$ cat config.mk
export PLATFORM = sky130hd
export DESIGN_NAME = alu_mode_sequencer
export DESIGN_NICKNAME = d
export VERILOG_FILES = /design/src/rtl/alu_mode_sequencer.sv
export SDC_FILE = /design/constraint.sdc
export NUM_CORES = 1
export LEC_CHECK = 0
export BUFFER_PORTS_ARGS = -buffer_cell sky130_fd_sc_hd__buf_2
export CAP_MARGIN = 0
export CELL_PAD_IN_SITES_DETAIL_PLACEMENT = 1
export CELL_PAD_IN_SITES_GLOBAL_PLACEMENT = 2
export CORE_ASPECT_RATIO = 0.9
export CORE_MARGIN = 5
export CORE_UTILIZATION = 25
export DETAILED_ROUTE_END_ITERATION = 6
export PLACE_DENSITY = 0.62
export SYNTH_ARGS = -nofsm -noshare
export SYNTH_HDL_FRONTEND = slang
export SYNTH_SLANG_ARGS = --single-unit
$ cat constraint.sdc
create_clock -name clk -period 9.1 [get_ports clk]
set_input_delay 0.455 -clock clk [delete_from_list [all_inputs] [get_ports clk]]
set_output_delay 0.455 -clock clk [all_outputs]
set_load 0.005 [all_outputs]
$ cat src/rtl/alu_mode_sequencer.sv
// Button-driven ALU: debounced mode select (0..9), start-triggered op, N-cycle restoring divide.
// Latency: done pulses 2 cycles after start is accepted, N+1 for DIV/MOD; seven-segment decode under ALU_DISPLAY_EN.
// Backpressure: start is only sampled while idle; mode edges arriving while busy are dropped.
module alu_mode_sequencer #(
    parameter int N          = 4,
    parameter int DEB_CYCLES = 4
) (
    input  logic         clk,
    input  logic         rst_n,
    input  logic         mode_btn,
    input  logic         start,
    input  logic [N-1:0] a,
    input  logic [N-1:0] b,
    output logic [N-1:0] result,
    output logic [3:0]   flags,
    output logic [3:0]   mode,
    output logic         busy,
    output logic         done,
    output logic [6:0]   disp_mode,
    output logic [6:0]   disp_res_hi,
    output logic [6:0]   disp_res_lo
);

    localparam int DW = (DEB_CYCLES < 2) ? 1 : $clog2(DEB_CYCLES);

    localparam logic [3:0] OP_ADD = 4'd0;
    localparam logic [3:0] OP_SUB = 4'd1;
    localparam logic [3:0] OP_MUL = 4'd2;
    localparam logic [3:0] OP_DIV = 4'd3;
    localparam logic [3:0] OP_MOD = 4'd4;
    localparam logic [3:0] OP_AND = 4'd5;
    localparam logic [3:0] OP_OR  = 4'd6;
    localparam logic [3:0] OP_XOR = 4'd7;
    localparam logic [3:0] OP_SHL = 4'd8;
    localparam logic [3:0] OP_SHR = 4'd9;

    typedef enum logic [1:0] {
        S_IDLE,
        S_EXEC,
        S_DIVIDE,
        S_DONE
    } state_t;

    state_t          state_q, state_d;
    logic            sync1_q, sync1_d;
    logic            sync2_q, sync2_d;
    logic            deb_level_q, deb_level_d;
    logic [DW-1:0]   deb_cnt_q, deb_cnt_d;
    logic            deb_rise;
    logic [3:0]      mode_q, mode_d;
    logic [N-1:0]    a_q, a_d;
    logic [N-1:0]    b_q, b_d;
    logic [3:0]      op_q, op_d;
    logic [N-1:0]    rem_q, rem_d;
    logic [N-1:0]    quo_q, quo_d;
    logic [2:0]      cnt_q, cnt_d;
    logic [N-1:0]    result_q, result_d;
    logic [3:0]      flags_q, flags_d;

    logic [N:0]      add_w;
    logic [N-1:0]    sub_w;
    logic [2*N-1:0]  mul_w;
    logic [N:0]      shl_w;
    logic [N:0]      shr_w;
    logic [N-1:0]    alu_res;
    logic            alu_c;
    logic            alu_v;

    logic [N:0]      rem_sh;
    logic            div_ge;
    logic [N-1:0]    rem_nx;
    logic [N-1:0]    quo_nx;
    logic [N-1:0]    div_fin;

    // Debouncer flips only after DEB_CYCLES consecutive samples disagreeing with the held level.
    always_comb begin
        sync1_d     = mode_btn;
        sync2_d     = sync1_q;
        deb_level_d = deb_level_q;
        deb_cnt_d   = '0;
        deb_rise    = 1'b0;
        if (sync2_q != deb_level_q) begin
            if (deb_cnt_q == DW'(DEB_CYCLES - 1)) begin
                deb_level_d = sync2_q;
                deb_rise    = sync2_q;
            end else begin
                deb_cnt_d = deb_cnt_q + 1'b1;
            end
        end
    end

    // Mode only advances while idle; an edge coinciding with start still counts.
    always_comb begin
        mode_d = mode_q;
        if (deb_rise && (state_q == S_IDLE)) begin
            mode_d = (mode_q == 4'd9) ? 4'd0 : mode_q + 4'd1;
        end
    end

    assign add_w = {1'b0, a_q} + {1'b0, b_q};
    assign sub_w = a_q - b_q;
    assign mul_w = {{N{1'b0}}, a_q} * {{N{1'b0}}, b_q};
    assign shl_w = {1'b0, a_q} << b_q;
    assign shr_w = {a_q, 1'b0} >> b_q;

    always_comb begin
        alu_res = '0;
        alu_c   = 1'b0;
        alu_v   = 1'b0;
        case (op_q)
            OP_ADD: begin
                alu_res = add_w[N-1:0];
                alu_c   = add_w[N];
                alu_v   = (a_q[N-1] == b_q[N-1]) && (add_w[N-1] != a_q[N-1]);
            end
            OP_SUB: begin
                alu_res = sub_w;
                alu_c   = (a_q < b_q);
                alu_v   = (a_q[N-1] != b_q[N-1]) && (sub_w[N-1] != a_q[N-1]);
            end
            OP_MUL: begin
                alu_res = mul_w[N-1:0];
                alu_c   = |mul_w[2*N-1:N];
            end
            OP_AND: alu_res = a_q & b_q;
            OP_OR:  alu_res = a_q | b_q;
            OP_XOR: alu_res = a_q ^ b_q;
            // The extra bit beside the operand catches the last bit shifted out.
            OP_SHL: begin
                alu_res = shl_w[N-1:0];
                alu_c   = shl_w[N];
            end
            OP_SHR: begin
                alu_res = shr_w[N:1];
                alu_c   = shr_w[0];
            end
            default: ;
        endcase
    end

    // One restoring step per cycle; divisor 0 naturally yields all-ones quotient and remainder a.
    always_comb begin
        rem_sh  = {rem_q, quo_q[N-1]};
        div_ge  = (rem_sh >= {1'b0, b_q});
        rem_nx  = div_ge ? N'(rem_sh - {1'b0, b_q}) : rem_sh[N-1:0];
        quo_nx  = {quo_q[N-2:0], div_ge};
        div_fin = (op_q == OP_DIV) ? quo_nx : rem_nx;
    end

    always_comb begin
        state_d  = state_q;
        a_d      = a_q;
        b_d      = b_q;
        op_d     = op_q;
        rem_d    = rem_q;
        quo_d    = quo_q;
        cnt_d    = cnt_q;
        result_d = result_q;
        flags_d  = flags_q;
        case (state_q)
            S_IDLE: begin
                if (start) begin
                    a_d     = a;
                    b_d     = b;
                    op_d    = mode_q;
                    rem_d   = '0;
                    quo_d   = a;
                    cnt_d   = '0;
                    state_d = ((mode_q == OP_DIV) || (mode_q == OP_MOD)) ? S_DIVIDE : S_EXEC;
                end
            end
            S_EXEC: begin
                result_d = alu_res;
                flags_d  = {alu_res[N-1], (alu_res == '0), alu_c, alu_v};
                state_d  = S_DONE;
            end
            S_DIVIDE: begin
                rem_d = rem_nx;
                quo_d = quo_nx;
                cnt_d = cnt_q + 3'd1;
                if (cnt_q == 3'(N - 1)) begin
                    result_d = div_fin;
                    flags_d  = {div_fin[N-1], (div_fin == '0), (b_q == '0), 1'b0};
                    state_d  = S_DONE;
                end
            end
            S_DONE:  state_d = S_IDLE;
            default: state_d = S_IDLE;
        endcase
    end

    always_ff @(posedge clk or negedge rst_n) begin
        if (!rst_n) begin
            state_q     <= S_IDLE;
            sync1_q     <= 1'b0;
            sync2_q     <= 1'b0;
            deb_level_q <= 1'b0;
            deb_cnt_q   <= '0;
            mode_q      <= '0;
            a_q         <= '0;
            b_q         <= '0;
            op_q        <= '0;
            rem_q       <= '0;
            quo_q       <= '0;
            cnt_q       <= '0;
            result_q    <= '0;
            flags_q     <= '0;
        end else begin
            state_q     <= state_d;
            sync1_q     <= sync1_d;
            sync2_q     <= sync2_d;
            deb_level_q <= deb_level_d;
            deb_cnt_q   <= deb_cnt_d;
            mode_q      <= mode_d;
            a_q         <= a_d;
            b_q         <= b_d;
            op_q        <= op_d;
            rem_q       <= rem_d;
            quo_q       <= quo_d;
            cnt_q       <= cnt_d;
            result_q    <= result_d;
            flags_q     <= flags_d;
        end
    end

    assign result = result_q;
    assign flags  = flags_q;
    assign mode   = mode_q;
    assign busy   = (state_q != S_IDLE);
    assign done   = (state_q == S_DONE);

`ifdef ALU_DISPLAY_EN
    // Segment patterns are active-low, bit order {g,f,e,d,c,b,a}.
    function automatic logic [6:0] seg7(input logic [3:0] v);
        logic [6:0] on;
        case (v)
            4'h0: on = 7'b0111111;
            4'h1: on = 7'b0000110;
            4'h2: on = 7'b1011011;
            4'h3: on = 7'b1001111;
            4'h4: on = 7'b1100110;
            4'h5: on = 7'b1101101;
            4'h6: on = 7'b1111101;
            4'h7: on = 7'b0000111;
            4'h8: on = 7'b1111111;
            4'h9: on = 7'b1101111;
            4'hA: on = 7'b1110111;
            4'hB: on = 7'b1111100;
            4'hC: on = 7'b0111001;
            4'hD: on = 7'b1011110;
            4'hE: on = 7'b1111001;
            default: on = 7'b1110001;
        endcase
        return ~on;
    endfunction

    logic [7:0] res_ext;
    assign res_ext     = 8'(result_q);
    assign disp_mode   = seg7(mode_q);
    assign disp_res_hi = seg7(res_ext[7:4]);
    assign disp_res_lo = seg7(res_ext[3:0]);
`else
    assign disp_mode   = 7'b1111111;
    assign disp_res_hi = 7'b1111111;
    assign disp_res_lo = 7'b1111111;
`endif

endmodule

==> flow_metrics.py <==
metrics = {
    "placement": {
        "placed_area_sq_um": 3760,
        "place_ws_ns": 5.40,
        "dp_hpwl_microns": 7760,
        "io_buffers": 25,
        "gp_congestion": 0.827,
    },
    "layout": {
        "drive_gt1_frac": 0.161,
        "area_delta_synth_final_pct": 8.90,
        "antennaDiodeCount": 0,
        "fin_area_sq_um": 3920,
        "nets": 456,
    },
    "min_path": {
        "whs_endpoint": "sync1_q",
        "hold_path.class": "in2reg",
        "hold_depth": 1,
        "hp-start": "mode_btn",
    },
    "cts": {
        "ctsHoldBuffers": 0,
        "cts_root_buf": "clkbuf_16",
        "clkLatencyLatePin_ns": 0.28,
        "cts_resized": 0,
        "clk_path_buf_depth": 2,
        "cts.sinks": 41,
        "cts_buffers": 5,
        "cts_setup_buffers": 0,
        "cts_max_level": 2,
        "clk_pin_slew_ns": 0.06,
        "cts_tree": "built",
    },
    "power": {
        "p_leak_nw": 1.84,
        "p_total_mw": 1.62,
        "p_per_area_nw_per_um2": 414,
        "ir_drop_v": 0.000108,
    },
    "grt": {
        "grt.overflow.total": 0,
        "grt.total_usage": 0.123,
        "grt_pass1_vias": 2982,
        "grt_pass1_wl_microns": 16200,
        "grt_max_degree": 42,
        "antenna_found_initial": 0,
    },
    "detailed_routing": {
        "drt_iter0_markers": 125,
        "detail-route-antenna-nets": 0,
        "vias_per_cell": 4.74,
        "drc": 0,
        "num_vias": 2824,
        "wl_per_cell_microns": 16.7,
        "routed_wl_microns": 9940,
        "first_pass_iters": 4,
    },
    "synthesis": {
        "synth_area_leaders": "dfrtp_1, ha_1, buf_4",
        "seq_area_frac_synth": 0.285,
        "synth_compound_area_frac": 0.168,
        "synthSimpleGateAreaFrac": 0.184,
        "synthXorXnorAreaFrac": 0.0170,
        "syn_inst": 390,
        "synth-edff-count": 0,
        "synthTopCellsByCount": "dfrtp_1, ha_1, nand2_1",
        "synth_top_family_by_area": "simple AND/OR/NAND/NOR gates",
        "synthMuxAreaShare": 0.0793,
        "ys_types": 69,
        "synth_area_sq_um": 3600,
        "synthFlopType": "dfrtp_1",
        "syn_avg_cell_area_sq_um": 9.22,
        "yosysMostFrequentCell": "dfrtp_1",
        "ys_ff_latch": 41,
        "synth.largest_area_cell": "dfrtp_1",
        "netlist.area_leader.share": 0.285,
        "async_reset_ff_frac": 1.00,
        "yosysWarnings": 0,
        "synth_fa_ha_area_frac": 0.161,
    },
    "setup_path": {
        "worstSetupPathType": "reg2reg",
        "crit_fanout": 18,
        "regToRegEndpoint": "flags[2]",
        "r2r-start": "b_q[1]",
        "end_kind": "register",
        "critPathRequiredTime_ns": 9.31,
        "cp.arrival_ns": 3.88,
        "reg2reg_slack_ns": 5.43,
        "worst_setup_path_start_kind": "register",
        "reg2regPathDepth": 11,
    },
    "timing": {
        "max_freq_ghz": 0.272,
        "period_needed_ns": 3.67,
        "setup_viol_count_final": 0,
        "grt_setup_unrepaired": "no",
        "hold_violations": 0,
        "relSlewSlack": 0.348,
        "tightest_slew_ns": 0.979,
        "tns_ns": 0,
        "final_max_slew_viol_count": 0,
        "finalCritPeriodShare": 0.403,
        "fin_worst_skew_ns": 0.00221,
        "fin_ws_ns": 5.43,
        "whs_ns": 0.275,
    },
    "floorplanning": {
        "rows": 41,
        "ioPinCount": 47,
        "die_w_microns": 136,
        "die-area_sq_um": 16900,
        "initial_core_util": 0.256,
        "fp.dieH_microns": 124,
        "core_sq_um": 14100,
    },
    "flow_run": {
        "maxCapViolations": 0,
    },
    "outcome": {
        "status": "finished, final reports clean",
    },
}
## worst max-delay path, cell delays in order (launching register included)
cell and delay, ns:
dfrtp_1 0.75, nand2_1 0.16, fa_1 0.50, inv_1 0.06
fa_1 0.50, fa_1 0.49, nor2b_1 0.14, o211ai_1 0.19
a31oi_1 0.16, nor4b_4 0.33, a41oi_1 0.15, a21oi_1 0.17
## sequential cells by signal, indices dropped and copies added, names as in the netlist
register and cells:
a_q 4, b_q 4, mode 4, op_q 4, quo_q 4, rem_q 4, result 4, cnt_q 3
flags 3, deb_cnt_q 2, state_q 2, deb_level_q 1, sync1_q 1, sync2_q 1
## per-layer routing
| layer | part of all wire | vias to the layer above | wire, microns | track usage |
|---|---|---|---|---|
| li1 | - | 1372 | - | - |
| met1 | 0.49 | 1400 | 4920 | 0.174 |
| met2 | 0.46 | 48 | 4590 | 0.200 |
| met3 | 0.040 | 4 | 393 | 0.0226 |
| met4 | 0.0032 | 0 | 32 | 0.0227 |
| met5 | 0 | - | 0 | 0 |
## cells by family (layout without fill, tap and decap cells)
| logic type | Yosys count | count (layout) |
|---|---|---|
| muxes | 26 | 26 |
| xor gates and xnor gates | 7 | 7 |
| adders and majority gates | 42 | 42 |
| buffers and inverters | 66 | 59 |
| DFF | 41 | 41 |
| and+or+nand+nor | 117 | 117 |
| AOI/OAI and AO/OA | 90 | 90 |
| other | 1 | 21 |
## cell type report
cell class              count  area [sq um]
clock inverters             2          13.8
well taps                 193           241
clock buffers               6           139
multi-input cells         303          2270
inverters                  25          93.8
fillers                  1681         10100
repair buffers             26           133
flip-flops and latches     41          1030
## how the worst max path moves through the flow
| stage | startpoint | to | slack (ns) | depth (start not counted) |
|---|---|---|---|---|
| 3_3_place_gp | b_q[1] | flags[2] | 5.50 | 11 |
| 2_1_floorplan | b_q[1] | flags[2] | 5.75 | 13 |
| 6_report | b_q[1] | flags[2] | 5.43 | 11 |
| 3_5_place_dp | b_q[1] | flags[2] | 5.40 | 11 |
| 5_1_grt | b_q[1] | flags[2] | 5.19 | 11 |
| 4_1_cts | b_q[1] | flags[2] | 5.38 | 11 |
## through the flow
step | util | instances
global route | 0.279 | 596
finish | 0.279 | 596
global placement | 0.268 | 588
CTS | 0.279 | 596
floorplan | - | 410
detailed placement | 0.268 | 588
## report_power, final
| part | internal, mW | switching, mW | total [mW] | leakage (nW) |
|---|---|---|---|---|
| sequential | 0.257 | 0.133 | 0.390 | 0.516 |
| combinational | 0.468 | 0.582 | 1.05 | 1.24 |
| clock | 0.109 | 0.0738 | 0.183 | 0.0768 |
## placed cells by master (no fill, tap or decap), types with 3 or more instances in the layout
| cell type | n |
|---|---|
| nor3b_1 | 4 |
| xor2_1 | 4 |
| nor2_1 | 20 |
| o21ai_0 | 21 |
| a21o_1 | 3 |
| o21a_1 | 3 |
| a21oi_1 | 17 |
| inv_1 | 24 |
| a31oi_1 | 7 |
| nand3_1 | 7 |
| xnor2_1 | 3 |
| dfrtp_1 | 41 |
| o21ai_1 | 5 |
| nand4_1 | 3 |
| nor2b_1 | 14 |
| buf_2 | 25 |
| clkbuf_16 | 5 |
| conb_1 | 21 |
| nor4_1 | 5 |
| a22oi_1 | 3 |
| mux2_2 | 16 |
| nand2_1 | 34 |
| nor3_1 | 5 |
| and3_1 | 4 |
| ha_1 | 35 |
| mux2i_1 | 9 |
| fa_1 | 7 |
| and2_1 | 5 |
(Power assumes the default switching activity.)
